### src/rtl/serial_pkg.sv
// Shared types and constants for the chip-select serial transmitter.
// Holds the FSM encoding, the shift-order mode values and a counter-width helper.
package serial_pkg;

  typedef enum logic [1:0] {
    ST_IDLE  = 2'd0,
    ST_SHIFT = 2'd1,
    ST_HOLD  = 2'd2
  } state_t;

  localparam int MODE_LSB_FIRST = 1;
  localparam int MODE_MSB_FIRST = 0;

  // Counter wide enough to hold the value n itself.
  function automatic int cnt_w(input int n);
    return $clog2(n) + 1;
  endfunction

endpackage

### src/rtl/serial_half_tick.sv
// Divides sys_clk by CLK_DIV: tick_o pulses for one cycle every CLK_DIV cycles while en_i is high.
// The first tick comes CLK_DIV cycles after enable rises; dropping en_i restarts the count.
module serial_half_tick
  import serial_pkg::*;
#(
  parameter int CLK_DIV = 2
) (
  input  logic sys_clk,
  input  logic rst,
  input  logic en_i,
  output logic tick_o
);

  localparam int DIV_W = cnt_w(CLK_DIV);

  logic [DIV_W-1:0] cnt_q, cnt_d;

  assign tick_o = en_i && (cnt_q == DIV_W'(CLK_DIV - 1));

  always_comb begin
    cnt_d = cnt_q;
    if (!en_i || tick_o) begin
      cnt_d = '0;
    end else begin
      cnt_d = cnt_q + DIV_W'(1);
    end
  end

  always_ff @(posedge sys_clk) begin
    if (rst) begin
      cnt_q <= '0;
    end else begin
      cnt_q <= cnt_d;
    end
  end

endmodule

### src/rtl/serial_tx_cs.sv
// Parallel-to-serial transmitter with cs framing (SPI mode 0); a frame keeps cs low for DATA_W*2*CLK_DIV + CS_HOLD*CLK_DIV cycles.
// One word is accepted per frame via start/ready; start while busy is ignored, not queued.
module serial_tx_cs
  import serial_pkg::*;
#(
  parameter int DATA_W    = 8,
  parameter int CLK_DIV   = 2,
  parameter int LSB_FIRST = 1,
  parameter int CS_HOLD   = 1
) (
  input  logic              sys_clk,
  input  logic              rst,
  input  logic              start,
  input  logic [DATA_W-1:0] data_i,
  output logic              ready,
  output logic              data_o,
  output logic              sclk,
  output logic              cs,
  output logic              done
);

  localparam int BIT_W    = cnt_w(DATA_W);
  localparam int HOLD_CYC = CS_HOLD * CLK_DIV;
  localparam int HOLD_W   = cnt_w(HOLD_CYC);

  state_t            state_q, state_d;
  logic [DATA_W-1:0] sr_q, sr_d;
  logic [BIT_W-1:0]  bit_q, bit_d, bit_nxt;
  logic [HOLD_W-1:0] hold_q, hold_d;
  logic              cs_q, cs_d;
  logic              sclk_q, sclk_d;
  logic              dat_q, dat_d;
  logic              done_q, done_d;
  logic              rdy_q, rdy_d;
  logic              half_tick;

  serial_half_tick #(
    .CLK_DIV(CLK_DIV)
  ) u_half_tick (
    .sys_clk(sys_clk),
    .rst    (rst),
    .en_i   (state_q == ST_SHIFT),
    .tick_o (half_tick)
  );

  assign bit_nxt = bit_q + BIT_W'(1);

  always_comb begin
    state_d = state_q;
    sr_d    = sr_q;
    bit_d   = bit_q;
    hold_d  = hold_q;
    cs_d    = cs_q;
    sclk_d  = sclk_q;
    dat_d   = dat_q;
    rdy_d   = rdy_q;
    done_d  = 1'b0;

    case (state_q)
      ST_IDLE: begin
        if (start) begin
          sr_d    = data_i;
          cs_d    = 1'b0;
          rdy_d   = 1'b0;
          sclk_d  = 1'b0;
          bit_d   = '0;
          hold_d  = '0;
          dat_d   = (LSB_FIRST == MODE_LSB_FIRST) ? data_i[0] : data_i[DATA_W-1];
          state_d = ST_SHIFT;
        end
      end

      ST_SHIFT: begin
        if (half_tick) begin
          if (!sclk_q) begin
            sclk_d = 1'b1;
          end else begin
            // End of a bit period: the falling edge moves data_o to the next bit.
            sclk_d = 1'b0;
            if (bit_nxt == BIT_W'(DATA_W)) begin
              bit_d   = '0;
              state_d = ST_HOLD;
            end else begin
              bit_d = bit_nxt;
              if (LSB_FIRST == MODE_LSB_FIRST) begin
                sr_d  = sr_q >> 1;
                dat_d = sr_q[1];
              end else begin
                sr_d  = sr_q << 1;
                dat_d = sr_q[DATA_W-2];
              end
            end
          end
        end
      end

      ST_HOLD: begin
        if (hold_q == HOLD_W'(HOLD_CYC - 1)) begin
          hold_d  = '0;
          cs_d    = 1'b1;
          done_d  = 1'b1;
          rdy_d   = 1'b1;
          dat_d   = 1'b0;
          state_d = ST_IDLE;
        end else begin
          hold_d = hold_q + HOLD_W'(1);
        end
      end

      default: begin
        state_d = ST_IDLE;
      end
    endcase
  end

  always_ff @(posedge sys_clk) begin
    if (rst) begin
      state_q <= ST_IDLE;
      sr_q    <= '0;
      bit_q   <= '0;
      hold_q  <= '0;
      cs_q    <= 1'b1;
      sclk_q  <= 1'b0;
      dat_q   <= 1'b0;
      done_q  <= 1'b0;
      rdy_q   <= 1'b1;
    end else begin
      state_q <= state_d;
      sr_q    <= sr_d;
      bit_q   <= bit_d;
      hold_q  <= hold_d;
      cs_q    <= cs_d;
      sclk_q  <= sclk_d;
      dat_q   <= dat_d;
      done_q  <= done_d;
      rdy_q   <= rdy_d;
    end
  end

  assign ready  = rdy_q;
  assign data_o = dat_q;
  assign sclk   = sclk_q;
  assign cs     = cs_q;
  assign done   = done_q;

endmodule
### config.mk
export PLATFORM = sky130hd
export DESIGN_NAME = serial_tx_cs
export DESIGN_NICKNAME = d
export VERILOG_FILES = /design/src/rtl/serial_pkg.sv /design/src/rtl/serial_half_tick.sv /design/src/rtl/serial_tx_cs.sv
export SDC_FILE = /design/constraint.sdc
export NUM_CORES = 1
export LEC_CHECK = 0
export CAP_MARGIN = 20
export CORE_MARGIN = 4
export CORE_UTILIZATION = 35
export DETAILED_ROUTE_END_ITERATION = 16
export HOLD_SLACK_MARGIN = 0.02
export PLACE_DENSITY = 0.6
export SLEW_MARGIN = 20
export SYNTH_ARGS = -nofsm -noshare
export SYNTH_HDL_FRONTEND = slang
export SYNTH_HIERARCHICAL = 1
export SYNTH_SLANG_ARGS = --single-unit
### constraint.sdc
create_clock -name sys_clk -period 2.44 [get_ports sys_clk]
set_input_delay 0.732 -clock sys_clk [delete_from_list [all_inputs] [get_ports sys_clk]]
set_output_delay 0.732 -clock sys_clk [all_outputs]
set_load 0.05 [all_outputs]
==> flow_summary.yaml, run 1 <==
synth:
  ys_seq_area_share_pct: 35.3
  synth_top_area_share_pct: 35.3
  synth_largest_area_cell: "dfxtp_1"
  ys_warn_count: 6
  syn_avg_cell_area_sq_um: 8.96
  synthTopCellsByCount: "dfxtp_1 (21), a21oi_1 (17), o21ai_0 (10), mux2i_1 (7), nor2_1 (7)"
  ys_seq_elements: 21
  netlist_area_sq_um: 1190
  synthTopCellsByArea: "dfxtp_1 (35%), a21oi_1 (7.1%), ha_1 (6.3%)"
  synth_edf_count: 0
  synth_cells: 133
  synthArstFlopShare_pct: 0
  synthMostInstantiatedCell: "dfxtp_1"
  syn_nets: 150
  synth_cell_type_count: 40
  synthFlopType: "dfxtp_1"
grt:
  grt_max_degree: 19
  antenna_found_initial: 0
  grt_pass1_vias: 969
  globalRoute.totalOverflow: 0
  grt_pass1_wl_microns: 4370
  grt_use_total_pct: 12.6
worst_setup_path:
  critPathCapture: "sclk"
  worstReg2RegEnd: "data_o"
  slowest_delay_ns: 0.84
  r2r_start: "state_q[1]"
  slowest_stage: "clkdlybuf4s50_1"
  worst-path-buf-inv: 1
  setup.worst_path.start_class: "flop"
  path_depth: 1
  path_cells: "clkdlybuf4s50_1"
  endpoint_kind: "output pin"
  crit_type: "reg2out"
  cp_data_required_time_ns: 1.71
  critPathMaxFanout: 6
  r2r_slack_ns: 0.45
  cpLargestDelayFamily: "buffers and inverters"
  critical_path_arrival_ns: 1.61
  r2r_cells: 7
  cp-startpoint: "sclk"
run:
  maxCapViolCount: 0
clocking:
  clkTransAtPathRegs_ns: 0.12
  clk_latency_ns: 0.31
  postCtsSetupBuffers: 0
  ctsRootBufferMaster: "clkbuf_4"
  clockBufferDepth: 2
  htree_levels: 1
  hold_buffers: 0
  numCtsBuffers: 3
  cts_tree: "done"
  clkSinkCount: 21
  cts.repair.resized: 0
timing:
  worst_pin_slew_ns: 0.508
  report.final.slew_viol_count: 0
  fin_crit_ns: 2.34
  fin_skew_ns: 0.00846
  final.setup.tns_ns: 0
  period_share_pct: 95.8
  rsz0062_at_grt: "false"
  hold_viol_final: 0
  max_clock_freq_ghz: 0.428
  setup_viol: 0
  slew_headroom_pct: 66.0
floorplan:
  die_w_microns: 66.3
  core_sq_um: 3150
  io_pins: 16
  die-area_sq_um: 4400
  die_h_microns: 66.3
  fp-row-count: 20
  start_util_pct: 37.8
pwr:
  swShare_pct: 38.7
  comb_power_share_pct: 46.7
  pwr-share-clk_pct: 15.4
  peakVddDrop_mv: 0.310
  sequentialPowerShare_pct: 37.9
  finalPower_uw: 1130
  p_int_uw: 693
  p_switching_uw: 438
  p_per_area_nw_per_um2: 799
  p_leak_uw: 0.000506
layout:
  seq_area_sq_um: 420
  syn2layout_area_growth_pct: 18.9
  post-route-util_pct: 44.9
  multi_input_area_sq_um: 708
  drive_above_1_share_pct: 10.7
  nFillCells: 318
  antenna_cells: 0
  fin_nets: 167
routing:
  totalWireLength_microns: 2580
  wire_per_inst_microns: 13.4
  drt-initial-drc-count: 39
  vias: 1003
  ant_nets: 0
  routed_via_density: 5.20
  dr.pass1.iters: 4
  route.detailed.drc: 0
placement:
  dp_hpwl_microns: 1890
  port_buffers: 15
  gp_congestion: 0.775
worst_hold_path:
  hp-class: "reg2reg"
outcome:
  status: "finished clean"
power groups by stage:
stage          Combinational, uW  Clock (uW)  Sequential, uW
2_1_floorplan                396           0             451
3_3_place_gp                 512           0             435
3_5_place_dp                 526           0             437
4_1_cts                      530         180             430
5_1_grt                      587         193             436
6_report                     528         174             429
per-stage QoR:
step | hold slack, ns | instance area [sq um] | worst slack, ns | cells
6_report | 0.463 | 1420 | 0.102 | 193
5_1_grt | 0.483 | 1420 | 0.0392 | 193
4_1_cts | 0.460 | 1420 | 0.0874 | 193
3_5_place_dp | 0.438 | 1390 | 0.120 | 189
3_3_place_gp | 0.426 | 1390 | 0.147 | 189
2_1_floorplan | 0.419 | 1190 | 0.579 | 133
routing by layer:
metal | part of all wire (%) | GRT usage (%) | vias to the layer above | routed length (microns)
li1 | - | - | 517 | -
met1 | 48 | 16.4 | 465 | 1230
met2 | 47 | 20.4 | 19 | 1220
met3 | 4.5 | 2.89 | 2 | 117
met4 | 0.58 | 4.06 | 0 | 15
met5 | 0 | 0 | - | 0
logic make-up (layout without fill, tap and decap cells):
logic type,count (synthesis),in the layout,synth area share [%]
AOI/OAI and AO/OA,40,40,22.4
DFF,21,21,35.3
muxes,8,8,6.83
and+or+nand+nor,45,45,24.0
adders and majority gates,6,6,6.30
buffers and inverters,13,29,5.25
cell type report:
cell class                      count  share of cell area (%)
Inverter                            5                    1.33
Clock buffer                        4                    1.86
Tap cell                           44                    3.89
Timing Repair Buffer               20                    13.3
Sequential cell                    21                    29.7
Multi-Input combinational cell     99                    50.0
sequential cells by signal, summed over array words and instances, names as in the netlist:
name               flops
sr_q                   7
ready                  1
done                   1
sclk                   1
state_q                2
u_half_tick/cnt_q      2
bit_q                  4
hold_q                 2
data_o                 1
how the worst min path moves through the flow:
| stage | slack [ns] | start | cells after the start | to |
|---|---|---|---|---|
| 4_1_cts | 0.46 | u_half_tick/cnt_q[0] | 1 | u_half_tick/cnt_q[0] |
| 5_1_grt | 0.48 | u_half_tick/cnt_q[0] | 1 | u_half_tick/cnt_q[0] |
| 6_report | 0.46 | u_half_tick/cnt_q[0] | 1 | u_half_tick/cnt_q[0] |
| 3_3_place_gp | 0.43 | u_half_tick/cnt_q[0] | 1 | u_half_tick/cnt_q[0] |
| 2_1_floorplan | 0.42 | u_half_tick/cnt_q[0] | 1 | u_half_tick/cnt_q[0] |
| 3_5_place_dp | 0.44 | u_half_tick/cnt_q[0] | 1 | u_half_tick/cnt_q[0] |
layout by cell type, fill, tap and decap left out, types with 5 or more instances in the layout:
| cell | instances |
|---|---|
| inv_1 | 5 |
| mux2i_1 | 7 |
| nand2_1 | 6 |
| clkdlybuf4s50_1 | 15 |
| nor2_1 | 7 |
| ha_1 | 6 |
| a21oi_1 | 17 |
| dfxtp_1 | 21 |
| o21ai_0 | 10 |
| or3_1 | 6 |
| nor2b_1 | 5 |
| buf_4 | 5 |
Note: power is estimated with default switching activity, not from simulation.
==> run 2: changes to the inputs <==
--- a/config.mk
+++ b/config.mk
@@ -5,7 +5,7 @@
 export SDC_FILE = /design/constraint.sdc
 export NUM_CORES = 1
 export LEC_CHECK = 0
-export CAP_MARGIN = 20
+export CAP_MARGIN = 40
 export CORE_MARGIN = 4
 export CORE_UTILIZATION = 35
 export DETAILED_ROUTE_END_ITERATION = 16
==> results of run 2 <==
No change in the layout: final DEF, timing and power equal those of run 1.
==> run 3: changes to the inputs <==
--- a/config.mk
+++ b/config.mk
@@ -16,3 +16,4 @@
 export SYNTH_HDL_FRONTEND = slang
 export SYNTH_HIERARCHICAL = 1
 export SYNTH_SLANG_ARGS = --single-unit
+export TNS_END_PERCENT = 5
==> results of run 3 <==
No change in the layout: final DEF, timing and power equal those of run 1.
